<file path="src/rtl/fifo.sv">
// Synchronous single-clock FIFO of DEPTH words, each DATA_WIDTH bits wide.
// Latency: a write is readable from the next edge; read data is registered and appears one edge after read_en.
// Backpressure: writes while full and reads while empty are silently dropped; full/empty are decoded from the registered count.
//
// Ports:
//   clk      - clock, all state changes on the rising edge
//   rst      - asynchronous active-low reset (clears pointers, count and data_out)
//   write_en - write request; accepted when !full
//   read_en  - read request; accepted when !empty
//   data_in  - word stored on an accepted write
//   data_out - registered read data; holds its value when no read is accepted
//   full     - FIFO holds DEPTH words
//   empty    - FIFO holds 0 words
module fifo #(
    parameter int DEPTH      = 8,
    parameter int DATA_WIDTH = 16
) (
    input  logic                  clk,
    input  logic                  rst,
    input  logic                  write_en,
    input  logic                  read_en,
    input  logic [DATA_WIDTH-1:0] data_in,
    output logic [DATA_WIDTH-1:0] data_out,
    output logic                  full,
    output logic                  empty
);

    localparam int PW = (DEPTH > 1) ? $clog2(DEPTH) : 1;
    localparam int CW = $clog2(DEPTH + 1);

    localparam logic [PW-1:0] PTR_LAST = PW'(DEPTH - 1);
    localparam logic [CW-1:0] CNT_FULL = CW'(DEPTH);

    logic [DATA_WIDTH-1:0] mem_q [DEPTH];

    logic [PW-1:0]         wr_ptr_q, wr_ptr_d;
    logic [PW-1:0]         rd_ptr_q, rd_ptr_d;
    logic [CW-1:0]         count_q,  count_d;
    logic [DATA_WIDTH-1:0] data_out_q, data_out_d;

    logic wr_ok;
    logic rd_ok;

    // Flags come straight from the registered count, so they change only on clk.
    assign full  = (count_q == CNT_FULL);
    assign empty = (count_q == '0);

    // Acceptance uses the pre-edge flags: when empty only a write can land
    // (no fall-through), when full only a read can land.
    assign wr_ok = write_en && !full;
    assign rd_ok = read_en  && !empty;

    always_comb begin
        wr_ptr_d   = wr_ptr_q;
        rd_ptr_d   = rd_ptr_q;
        count_d    = count_q;
        data_out_d = data_out_q;

        if (wr_ok) begin
            // Explicit wrap so non-power-of-two depths work.
            wr_ptr_d = (wr_ptr_q == PTR_LAST) ? '0 : wr_ptr_q + 1'b1;
        end

        if (rd_ok) begin
            data_out_d = mem_q[rd_ptr_q];
            rd_ptr_d   = (rd_ptr_q == PTR_LAST) ? '0 : rd_ptr_q + 1'b1;
        end

        // Simultaneous accepted read and write leave occupancy unchanged.
        if (wr_ok && !rd_ok) begin
            count_d = count_q + 1'b1;
        end else if (rd_ok && !wr_ok) begin
            count_d = count_q - 1'b1;
        end
    end

    always_ff @(posedge clk or negedge rst) begin
        if (!rst) begin
            wr_ptr_q   <= '0;
            rd_ptr_q   <= '0;
            count_q    <= '0;
            data_out_q <= '0;
        end else begin
            wr_ptr_q   <= wr_ptr_d;
            rd_ptr_q   <= rd_ptr_d;
            count_q    <= count_d;
            data_out_q <= data_out_d;
        end
    end

    // Storage is deliberately left out of reset; stale words are unreachable
    // because the pointers and count are cleared.
    always_ff @(posedge clk) begin
        if (wr_ok) begin
            mem_q[wr_ptr_q] <= data_in;
        end
    end

    assign data_out = data_out_q;

endmodule

</file>
<file path="config.mk">
export PLATFORM = sky130hd
export DESIGN_NAME = fifo
export DESIGN_NICKNAME = d
export VERILOG_FILES = /design/src/rtl/fifo.sv
export SDC_FILE = /design/constraint.sdc
export NUM_CORES = 1
export LEC_CHECK = 0
export ABC_AREA = 1
export CAP_MARGIN = 5
export CELL_PAD_IN_SITES_DETAIL_PLACEMENT = 2
export CELL_PAD_IN_SITES_GLOBAL_PLACEMENT = 2
export CORE_MARGIN = 1.5
export CORE_UTILIZATION = 39
export DETAILED_ROUTE_END_ITERATION = 8
export PLACE_DENSITY_LB_ADDON = 0.1
export SYNTH_ARGS = -nofsm -noshare
export SYNTH_HDL_FRONTEND = slang
export SYNTH_SLANG_ARGS = --single-unit
</file>
<file path="constraint.sdc">
create_clock -name clk -period 2.55 [get_ports clk]
set_clock_uncertainty 0.2 [all_clocks]
set_input_delay 0.51 -clock clk [delete_from_list [all_inputs] [get_ports clk]]
set_output_delay 0.51 -clock clk [all_outputs]
set_load 0.02 [all_outputs]
</file>
==> results of run 1 <==
how the worst min path moves through the flow:
stage | start | slack (ps) | cells after the start | end
6_report | data_out[15] | 280 | 2 | data_out[15]
5_1_grt | data_out[3] | 310 | 2 | data_out[3]
4_1_cts | rst | 290 | 2 | data_out[15]
3_5_place_dp | data_out[15] | 270 | 2 | data_out[15]
3_3_place_gp | data_out[12] | 260 | 2 | data_out[12]
2_1_floorplan | rst | 10 | 0 | count_q[0]
state kept, by name, summed over array words and instances (netlist names):
register	flops
count_q	4
data_out	16
mem_q	128
rd_ptr_q	3
wr_ptr_q	3
critical path: cells and delay by family, from the launching register on:
| kind | cells | cell delay (ps) |
|---|---|---|
| simple gates | 8 | 920 |
| buf+inv | 2 | 130 |
| flops | 1 | 440 |
| fa+ha+maj | 2 | 470 |
cells in the final DEF (no fill, tap or decap):
| cell | synthesis | final |
|---|---|---|
| o21ai_1 | 3 | 3 |
| or2_2 | 1 | 1 |
| clkinv_2 | 0 | 4 |
| fa_1 | 1 | 1 |
| inv_1 | 106 | 106 |
| ha_1 | 7 | 7 |
| clkinv_1 | 0 | 2 |
| inv_2 | 5 | 5 |
| dfrtp_2 | 0 | 1 |
| dlygate4sd2_1 | 0 | 1 |
| nor2_1 | 10 | 10 |
| nor2_2 | 1 | 1 |
| buf_12 | 0 | 2 |
| nand2_1 | 217 | 217 |
| edfxtp_1 | 128 | 128 |
| buf_4 | 4 | 29 |
| o21ai_0 | 4 | 4 |
| clkdlybuf4s50_1 | 0 | 35 |
| nand2_4 | 1 | 1 |
| clkbuf_1 | 0 | 4 |
| clkinvlp_4 | 0 | 1 |
| dlymetal6s2s_1 | 0 | 1 |
| nand3_1 | 101 | 101 |
| xnor2_1 | 2 | 2 |
| dfrtp_1 | 26 | 25 |
| clkbuf_16 | 0 | 17 |
| nand3_2 | 1 | 1 |
| bufinv_16 | 0 | 4 |
power by group through the flow:
stage	sequential (mW)	combinational, mW	clock (mW)
floorplan	3.62	2.02	0
global placement	3.54	3.10	0
detailed placement	3.58	3.29	0
CTS	3.53	3.36	2.67
global route	3.58	3.66	2.74
finish	3.53	3.29	2.60
metal layers:
metal | vias to the layer above | GRT usage [%]
met4 | 0 | 8.42
met1 | 2418 | 27.9
met5 | - | 0
met3 | 27 | 4.42
met2 | 57 | 41.7
li1 | 2171 | -
cells by family after synthesis:
logic type,after synthesis
and+or+nand+nor,332
buffers and inverters,138
adders and majority gates,8
xor gates and xnor gates,2
AOI/OAI and AO/OA,7
DFF,154
what timing repair did:
item / in CTS / in global routing
gates resized for setup: 1 / 1
endpoints found under the setup margin: 1 / 1
endpoints found under the hold margin: 0 / 0
pin swaps: 0 / 0
per-stage QoR:
step           utilization (%)  instances  worst slack (ps)  hold slack [ps]  power (mW)
2_1_floorplan                -        641               255             14.4        5.64
3_3_place_gp              44.1        902              78.7              264        6.64
3_5_place_dp              44.1        902              13.2              274        6.87
4_1_cts                   47.7        934              12.8              288        9.57
5_1_grt                   47.7        934               126              307        9.97
6_report                  47.7        934               291              281        9.42
area by class of cell:
type | count | area, um2 | area share [%]
sequential | 154 | 4500 | 56.4
clock inverter | 11 | 155 | 1.95
tap | 220 | 275 | 3.46
inverter | 111 | 417 | 5.23
timing repair buffer | 68 | 629 | 7.90
multi-input combinational | 349 | 1550 | 19.5
clock buffer | 21 | 440 | 5.53
==> run metrics, run 1 <==
CP Max Fanout 4; count leader, synth nand2_1; syn_nets around 670; total grt overflow 0; CP Data Required Time roughly 2700 ps; H-tree levels 4; Reg clk slew, reported paths 60 ps; nets roughly 730; RSZ-0062 raised after global routing false; Synth area leaders edfxtp_1 (57%), nand2_1 (12%), dfrtp_1 (9.7%); Post-Synth Adder-Cell Area under 10%; critical-path cell list nor2_2, nand3_1, nand2_1, inv_2, ha_1, inv_1, ha_1, or2_2, nand3_1, nand2_1, nand2_1, nand2_1; remaining antenna violation count 0; fin crit period 2260 ps; placed cell areas about 0.0074 mm2; cts hold-fix bufs 0; status complete, no violations; RePlAce Congestion between 0.7 and 0.8; portion of netlist area occupied by mux cells 0%; Critical Path Start count_q[1]; main flop type after synthesis edfxtp_1; Setup Buffers After CTS 0; setup TNS after final layout 0 ps; Met3 Wirelength around 480 um; maximum achievable frequency about 440 MHz; Post-Synth XOR/XNOR Area 0.262%; final hold vios 0; sequential share of the synthesized area about two thirds; synthesized flop and latch total 154; Syn Inst Count roughly 640; critical path class flop to flop; share of layout cells above drive strength 1 under 10%; die footprint approximately 0.018 mm2; VDD IR max approximately 0.51 mV; Syn Area/Cell about 10 um2; Post-Route WL 19.4 mm; crit path DAT about 2400 ps; first-pass GRT wire length 30.2 mm; sw frac between 30% and 40%; combinational share of power a little over a third; CTS Buf Count 17; Cell Area, Synth around 0.0067 mm2; WL per Instance a little over 20 um; DRC marker count from the first detailed-route iteration 162; Port Buf Inserts 37; # Max-Cap Violations 0; die width 134 um; final setup fails 0; Die Ht ~130 um; Total GRT Usage between 20% and 30%; highest metal used met4; vias per inst around 5.0; compound-cell area share of the yosys netlist less than 1%; Worst setup EP type flop; DPL Wire Length approximately 12 mm; Starting Density about 40%; met2 WL post-DR between 10 and 15 mm; Reg power frac between 30% and 40%; worst slew pin tran slightly above 600 ps; cell taking the most area after synthesis edfxtp_1; worst setup path endpoint count_q[3]; Crit-path slowest cell dfrtp_1; largest family of logic cells by synthesized area simple AND/OR/NAND/NOR gates; Antenna Diode Count 0; Int Power roughly 6 mW; DR DRC count 0; Post-synth EDFFs 128; Pwr per Cell Area ~1200 mW/mm2; Slowest Stage Delay on Critical Path 440 ps; final instance area 0.00796 mm2; Final Cycle Share 88.6%; Lkg Pwr approximately 3.5 nW; area grow syn2layout 18.9%; top-area cell type share of the netlist area a little under three fifths; min-delay worst type flop to flop; Synth warnings 0; Core ar. 0.0167 mm2; # fillers between 1500 and 2000; first drt pass iteration count 4; CP Launch Type flop; Critical R2R Launch count_q[1]; synth cell count leaders nand2_1 (217), edfxtp_1 (128), inv_1 (106), nand3_1 (101), dfrtp_1 (26); R2R cell count 12; vias post-DR ~4700; asr flop ratio synth between 10% and 20%; worst r2r dst count_q[3]; # clock sinks about 150; routed length on met1 slightly above 8 mm; Synth Area in Simple Gates between 20% and 30%; clock latency on the worst-skew pair about 430 ps; r2r setup slk just under 300 ps; Synth cell types 20; clk buf depth 2; Net Sw Power 3.43 mW; worst rel slew slack 59.2%; CTS tree done; max-slew violations 0; Clk pwr share about 28%; vias in the first global route around 5300; initial antenna violation count 0; CTS root buf clkbuf_16; largest net degree at the start of global routing 66; IO Pins 38; row count between 40 and 50; critical path's most frequent cell nand2_1
Note: power is estimated with default switching activity, not from simulation.
==> inputs of run 2 (changes only) <==
Settings changed: ABC_AREA 1 to unset, CORE_UTILIZATION 39 to 44, HOLD_SLACK_MARGIN set to 0.1, MAX_ROUTING_LAYER set to met4.
==> run 2 against run 1 <==
  * Area after synthesis fell by 8.6%
  * Global-route usage rose by 2.3 points
  * Sequential power rose by 3%
==> run metrics, run 2 <==
Seq. cell area 0.00450 mm2 (about the same); Reg clk slew, reported paths 70 ps (was 60 ps); Lkg Pwr 2.76 nW (was 3.53 nW); first drt pass iteration count 4 (unchanged); CTS Buf Count 17 (unchanged); syn_nets 385 (was 669); WL per Instance 26.8 um (was 20.7 um); area grow syn2layout 25.4% (was 18.9%); Hold Slack 288 ps (was 281 ps); Worst setup EP type output port (was flop); # clock sinks 154 (unchanged); H-tree levels 4 (unchanged); final instance area 0.00768 mm2 (was 0.00796 mm2); CP Launch Type flop (unchanged); Setup Slack @ Placement -202 ps (was 13.2 ps); Synth area leaders edfxtp_1 (63%), dfrtp_1 (11%), mux2i_1 (5.4%) (was edfxtp_1 (57%), nand2_1 (12%), dfrtp_1 (9.7%)); most frequent cells in the layout edfxtp_1 (128), clkdlybuf4s50_1 (35), mux2i_1 (33), buf_4 (33), nand2_1 (23) (was nand2_1 (217), edfxtp_1 (128), inv_1 (106)); asr flop ratio synth 16.9% (unchanged); largest net degree at the start of global routing 38 (was 66); Crit-path slowest cell dfrtp_1 (unchanged); IO Pins 38 (unchanged); max reg flops 128 (unchanged); critical path class flop to output port (was flop to flop); synth cell count leaders edfxtp_1 (128), mux2i_1 (33), dfrtp_1 (26), nand2_1 (23), mux2_2 (22) (was nand2_1 (217), edfxtp_1 (128), inv_1 (106), nand3_1 (101), dfrtp_1 (26)); # fillers 1145 (was 1737); Total GRT Usage 25.5% (was 23.3%); Syn Area/Cell 17.2 um2 (was 10.4 um2); final hold vios 0 (unchanged); Post-Route WL 16.7 mm (was 19.4 mm); area of the multi-input gates 0.00161 mm2 (was 0.00155 mm2); Port Buf Inserts 37 (unchanged); worst slew pin tran 1080 ps (was 613 ps); clock latency on the worst-skew pair 430 ps (about the same); cell taking the most area after synthesis edfxtp_1 (unchanged); CTS root buf clkbuf_16 (unchanged); max-slew violations 0 (unchanged); Final Cycle Share 97.0% (was 88.6%); Die Ht 121 um (was 134 um); count leader, synth edfxtp_1 (was nand2_1); DPL Wire Length 9.92 mm (was 12.1 mm); first-pass GRT wire length 25.1 mm (was 30.2 mm); row count 42 (was 47); most common cell after layout, fill and taps aside edfxtp_1 (was nand2_1); Synth cell types 30 (was 20); CTS tree done (unchanged); Antenna Diode Count 0 (unchanged); Post-Layout Cell Count 622 (was 934); DR DRC count 0 (unchanged); CP Data Required Time 1840 ps (was 2670 ps); synthesized flop and latch total 154 (unchanged); vias per inst 5.73 (was 5.00); Syn Inst Count 357 (was 641); vias in the first global route 3991 (was 5295); critical-path cell list buf_6, nor4_4, buf_4, dlygate4sd2_1 (was nor2_2, nand3_1, nand2_1, inv_2, ha_1, inv_1, ha_1, or2_2, nand3_1, nand2_1, nand2_1, nand2_1); nets 461 (was 729); VDD IR max 0.574 mV (was 0.510 mV); placed cell areas 0.00693 mm2 (was 0.00737 mm2); initial antenna violation count 0 (unchanged); sequential share of the synthesized area 73.4% (was 67.1%); Post-Place Cells 586 (was 902); Slowest Stage Delay on Critical Path 390 ps (was 440 ps); min-delay worst type primary input to async pin (was flop to flop); remaining antenna violation count 0 (unchanged); status complete, no violations (unchanged); worst rel slew slack 27.8% (was 59.2%); clk buf depth 2 (unchanged); Largest Register mem_q (unchanged); RePlAce Congestion 0.702 (was 0.714); die width 121 um (was 134 um); crit path DAT 1760 ps (was 2380 ps); maximum achievable frequency 404 MHz (was 443 MHz); CP Max Fanout 4 (unchanged); final setup fails 0 (unchanged); DRC marker count from the first detailed-route iteration 163 (was 162); Core ar. 0.0134 mm2 (was 0.0167 mm2); Synth warnings 0 (unchanged); share of layout cells above drive strength 1 24.2% (was 9.38%); die footprint 0.0146 mm2 (was 0.0180 mm2); main flop type after synthesis edfxtp_1 (unchanged); total grt overflow 0 (unchanged); Cell Area, Synth 0.00612 mm2 (was 0.00670 mm2); # Max-Cap Violations 0 (unchanged); fin crit period 2470 ps (was 2260 ps); Starting Density 45.7% (was 40.1%); Pwr per Cell Area 1260 mW/mm2 (was 1180 mW/mm2); top-area cell type share of the netlist area 62.8% (was 57.4%); Setup WS post-layout 75.6 ps (was 291 ps); vias post-DR 3561 (was 4673); Post-synth EDFFs 128 (unchanged)
[run 2: routing by layer]
layer  wire length [um]  GRT usage [%]  part of all wire (%)  vias up
li1                   -              -                     -     1551
met3                504           5.83                   3.0       22
met4                265           7.28                   1.6        0
met2               8860           43.3                    53       80
met5                  0              -                     0        -
met1               7050           30.8                    42     1908
[run 2: critical path, delay by kind of cell (launching register included)]
family	cells	cell delay [ps]
flops	1	390
buf+inv	3	620
simple gates	1	330
[run 2: report_power, final]
part | leakage, nW | switching [mW] | internal [mW] | total (mW)
clock network | 0.309 | 1.03 | 1.73 | 2.76
logic | 0.988 | 1.79 | 1.51 | 3.30
registers | 1.47 | 0.348 | 3.28 | 3.62
[run 2: what timing repair did]
action / 4_1_cts / 5_1_grt
pin swaps: 0 / 6
setup endpoints to repair: 2 / 2
hold buffers: 0 / 0
setup buffers: 0 / 4
gates resized for setup: 5 / 12
[run 2: cell type report]
| type | count | share of cell area (%) |
|---|---|---|
| clock buffers | 19 | 5.64 |
| flip-flops and latches | 154 | 58.6 |
| inverters | 2 | 0.0978 |
| repair buffers | 75 | 9.26 |
| multi-input cells | 183 | 21.0 |
| clock inverters | 13 | 2.59 |
| well taps | 176 | 2.87 |
[run 2: cells by family (layout without fill, tap and decap cells)]
group,Yosys count,count (layout),synth area share (%)
DFF,154,154,73.4
muxes,70,70,12.2
and+or+nand+nor,47,47,3.47
buffers and inverters,20,109,2.51
adders and majority gates,8,8,1.76
AOI/OAI and AO/OA,56,56,6.39
xor gates and xnor gates,2,2,0.286
[run 2: worst paths after layout]
kind | start | slack (ps) | to | cells past startpoint
worst max-delay path | count_q[1] | 80 | empty | 4
min in group clk | data_out[5] | 290 | data_out[5] | 2
worst min-delay path | rst | 290 | data_out[1] | 2
max in group asynchronous | rst | 1520 | rd_ptr_q[0] | 2
worst max register to register | count_q[1] | 90 | count_q[3] | 9
worst min register to register | data_out[5] | 290 | data_out[5] | 2
[run 2: per-stage QoR]
stage,TNS [ps],util (%),power [mW]
floorplan,-1790,-,5.49
global placement,-83.9,51.7,6.49
detailed placement,-202,51.7,6.72
CTS,-3.07,56.5,9.59
global route,-43.2,57.3,10.1
finish,0,57.3,9.68
==> inputs of run 3 (changes only) <==
Settings changed: CORE_MARGIN 1.5 to 4, RECOVER_POWER set to 50.
==> run 3 against run 2 <==
  * Cell area down 3.1%
  * Core utilization fell by 2.0 points
  * Power shrank 6.8%
  * Wire length decreased by 5.7%
  * Via count decreased by 4.2%
  * Clock power is 16% lower
  * Sequential share of layout area rose by 1.9 points
  * Largest power group unchanged
  * Sequential power decreased by 1%
  * Critical path depth is 5 higher
  * Non-clock buffer count shrank 6
==> run metrics, run 3 (synthesis gave the netlist of run 2 again) <==
status complete, no violations (unchanged); critical path class flop to flop (was flop to output port); CTS Buf Count 17 (unchanged); clk buf depth 2 (unchanged); sw frac 33.2% (was 32.7%); first drt pass iteration count 4 (unchanged); die footprint 0.0159 mm2 (was 0.0146 mm2); VDD IR max 0.475 mV (was 0.574 mV); Setup WS post-layout 136 ps (was 75.6 ps); combinational share of power 34.7% (was 34.1%); Int Power 6.03 mW (was 6.52 mW); DR DRC count 0 (unchanged); row count 42 (unchanged); Largest delay share family, worst path compound AO/OA/AOI/OAI gates (was buffers and inverters); Post-Route WL 15.7 mm (was 16.7 mm); initial antenna violation count 0 (unchanged); CTS tree done (unchanged); CTS root buf clkbuf_16 (unchanged); most frequent cells in the layout edfxtp_1 (128), mux2i_1 (33), buf_4 (27) (was edfxtp_1 (128), clkdlybuf4s50_1 (35), mux2i_1 (33), buf_4 (33), nand2_1 (23)); min-delay worst type flop to flop (was primary input to async pin); cts hold-fix bufs 0 (unchanged); # clock sinks 154 (unchanged); Antenna Diode Count 0 (unchanged); DRC marker count from the first detailed-route iteration 318 (was 163); largest net degree at the start of global routing 68 (was 38); maximum achievable frequency 414 MHz (was 404 MHz); Slowest Stage Delay on Critical Path 450 ps (was 390 ps); max reg flops 128 (unchanged); CP Buf/Inv Count 1 (was 3); nets 455 (was 461); final setup fails 0 (unchanged); Reg power frac 39.6% (was 37.4%); remaining antenna violation count 0 (unchanged); # fillers 1204 (was 1145); H-tree levels 4 (unchanged); fin crit period 2410 ps (was 2470 ps); Setup Slack @ Placement -171 ps (was -202 ps); final hold vios 0 (unchanged); worst slew pin tran 861 ps (was 1080 ps); max-slew violations 0 (unchanged); WL per Instance 25.6 um (was 26.8 um); die width 126 um (was 121 um); Pwr per Cell Area 1210 mW/mm2 (was 1260 mW/mm2); CP Data Required Time 2650 ps (was 1840 ps); Largest Register mem_q (unchanged); Die Ht 126 um (was 121 um); share of layout cells above drive strength 1 21.4% (was 24.2%); critical-path cell list nor4_4, nand2b_1, ha_2, inv_2, ha_1, a21o_1, a21oi_2, mux2i_1, o31ai_1 (was buf_6, nor4_4, buf_4, dlygate4sd2_1); vias post-DR 3413 (was 3561); setup TNS after final layout 0 ps (unchanged); r2r setup slk 140 ps (was 90 ps); Crit-path slowest cell dfrtp_2 (was dfrtp_1); Core ar. 0.0135 mm2 (was 0.0134 mm2); Clk pwr share 25.7% (was 28.5%); Lkg Pwr 2.65 nW (was 2.76 nW); Post-Layout Cell Count 615 (was 622); vias per inst 5.55 (was 5.73); most common cell after layout, fill and taps aside edfxtp_1 (unchanged); RSZ-0062 raised after global routing false; Hold Slack 286 ps (was 288 ps); Power Total 9.03 mW (was 9.68 mW); Net Sw Power 3.00 mW (was 3.16 mW); DPL Wire Length 9.10 mm (was 9.92 mm); Reg clk slew, reported paths 60 ps (was 70 ps); Final Cycle Share 94.7% (was 97.0%); crit path DAT 2510 ps (was 1760 ps); # Max-Cap Violations 0 (unchanged); Worst setup EP type flop (was output port); Port Buf Inserts 37 (unchanged); first-pass GRT wire length 24.3 mm (was 25.1 mm); worst rel slew slack 42.6% (was 27.8%); Post-Place Cells 581 (was 586); IO Pins 38 (unchanged); area grow syn2layout 21.4% (was 25.4%); Total GRT Usage 21.6% (was 25.5%); RePlAce Congestion 0.736 (was 0.702); vias in the first global route 3902 (was 3991); total grt overflow 0 (unchanged); Starting Density 45.5% (was 45.7%); clock latency on the worst-skew pair 430 ps (about the same); CP Max Fanout 5 (was 4); CP Launch Type flop (unchanged)
==> run 3: cell count changes in the layout (fill, tap and decap cells not counted), sizes merged <==
cell	change
dlygate4sd2	+1
dlymetal6s2s	-1
bufinv	-4
clkdlybuf4s50	-17
inv	-1
buf	-9
clkbuf	+10
clkinv	-3
dlygate4sd3	+17
==> run 3: path summary, 6_finish.rpt <==
path | start | endpoint | cells past startpoint
hold / removal | data_out[5] | data_out[5] | 2
hold reg to reg | data_out[5] | data_out[5] | 2
min in group asynchronous | rst | data_out[5] | 2
setup / recovery | count_q[3] | count_q[3] | 9
setup reg to reg | count_q[3] | count_q[3] | 9
max in group asynchronous | rst | rd_ptr_q[0] | 2
==> run 3: through the flow <==
step / area [um2] / utilization, %
after floorplan: 6170 / -
after global placement: 6880 / 51.1
after detailed placement: 6880 / 51.1
after CTS: 7420 / 55.2
after global routing: 7440 / 55.3
final: 7440 / 55.3
==> run 3: timing repair <==
action,in CTS,in global routing
resized for setup,7,8
buffers inserted,0,3
pin swaps,0,5
setup endpoints to repair,3,3
==> run 3: cell type report <==
cell class | count | area, um2 | area share, %
timing repair buffer | 69 | 617 | 8.29
inverter | 2 | 7.51 | 0.101
sequential | 154 | 4500 | 60.5
tap | 176 | 220 | 2.96
clock buffer | 26 | 479 | 6.44
clock inverter | 5 | 50.0 | 0.673
multi-input combinational | 183 | 1560 | 21.0
==> run 3: metal layers <==
layer  vias up  wire length [um]  track usage (%)
li1       1532                 -                -
met1      1799              6630             25.4
met2        60              8280             36.7
met3        22               484             4.95
met4         0               327             7.51
met5         -                 0                -
==> run 3: power by group through the flow <==
stage / combinational (mW) / sequential [mW] / clock (mW)
3_3_place_gp: 2.86 / 3.56 / 0
2_1_floorplan: 1.78 / 3.71 / 0
6_report: 3.13 / 3.58 / 2.32
5_1_grt: 3.37 / 3.63 / 2.51
4_1_cts: 3.12 / 3.59 / 2.38
3_5_place_dp: 2.99 / 3.62 / 0
==> run 3: worst min-delay path: cells and delay by family, from the launching register on <==
family,cells,cell delay [ps]
AO/OA/AOI/OAI,1,60
flip-flops,1,340
AND/OR/NAND/NOR,1,50
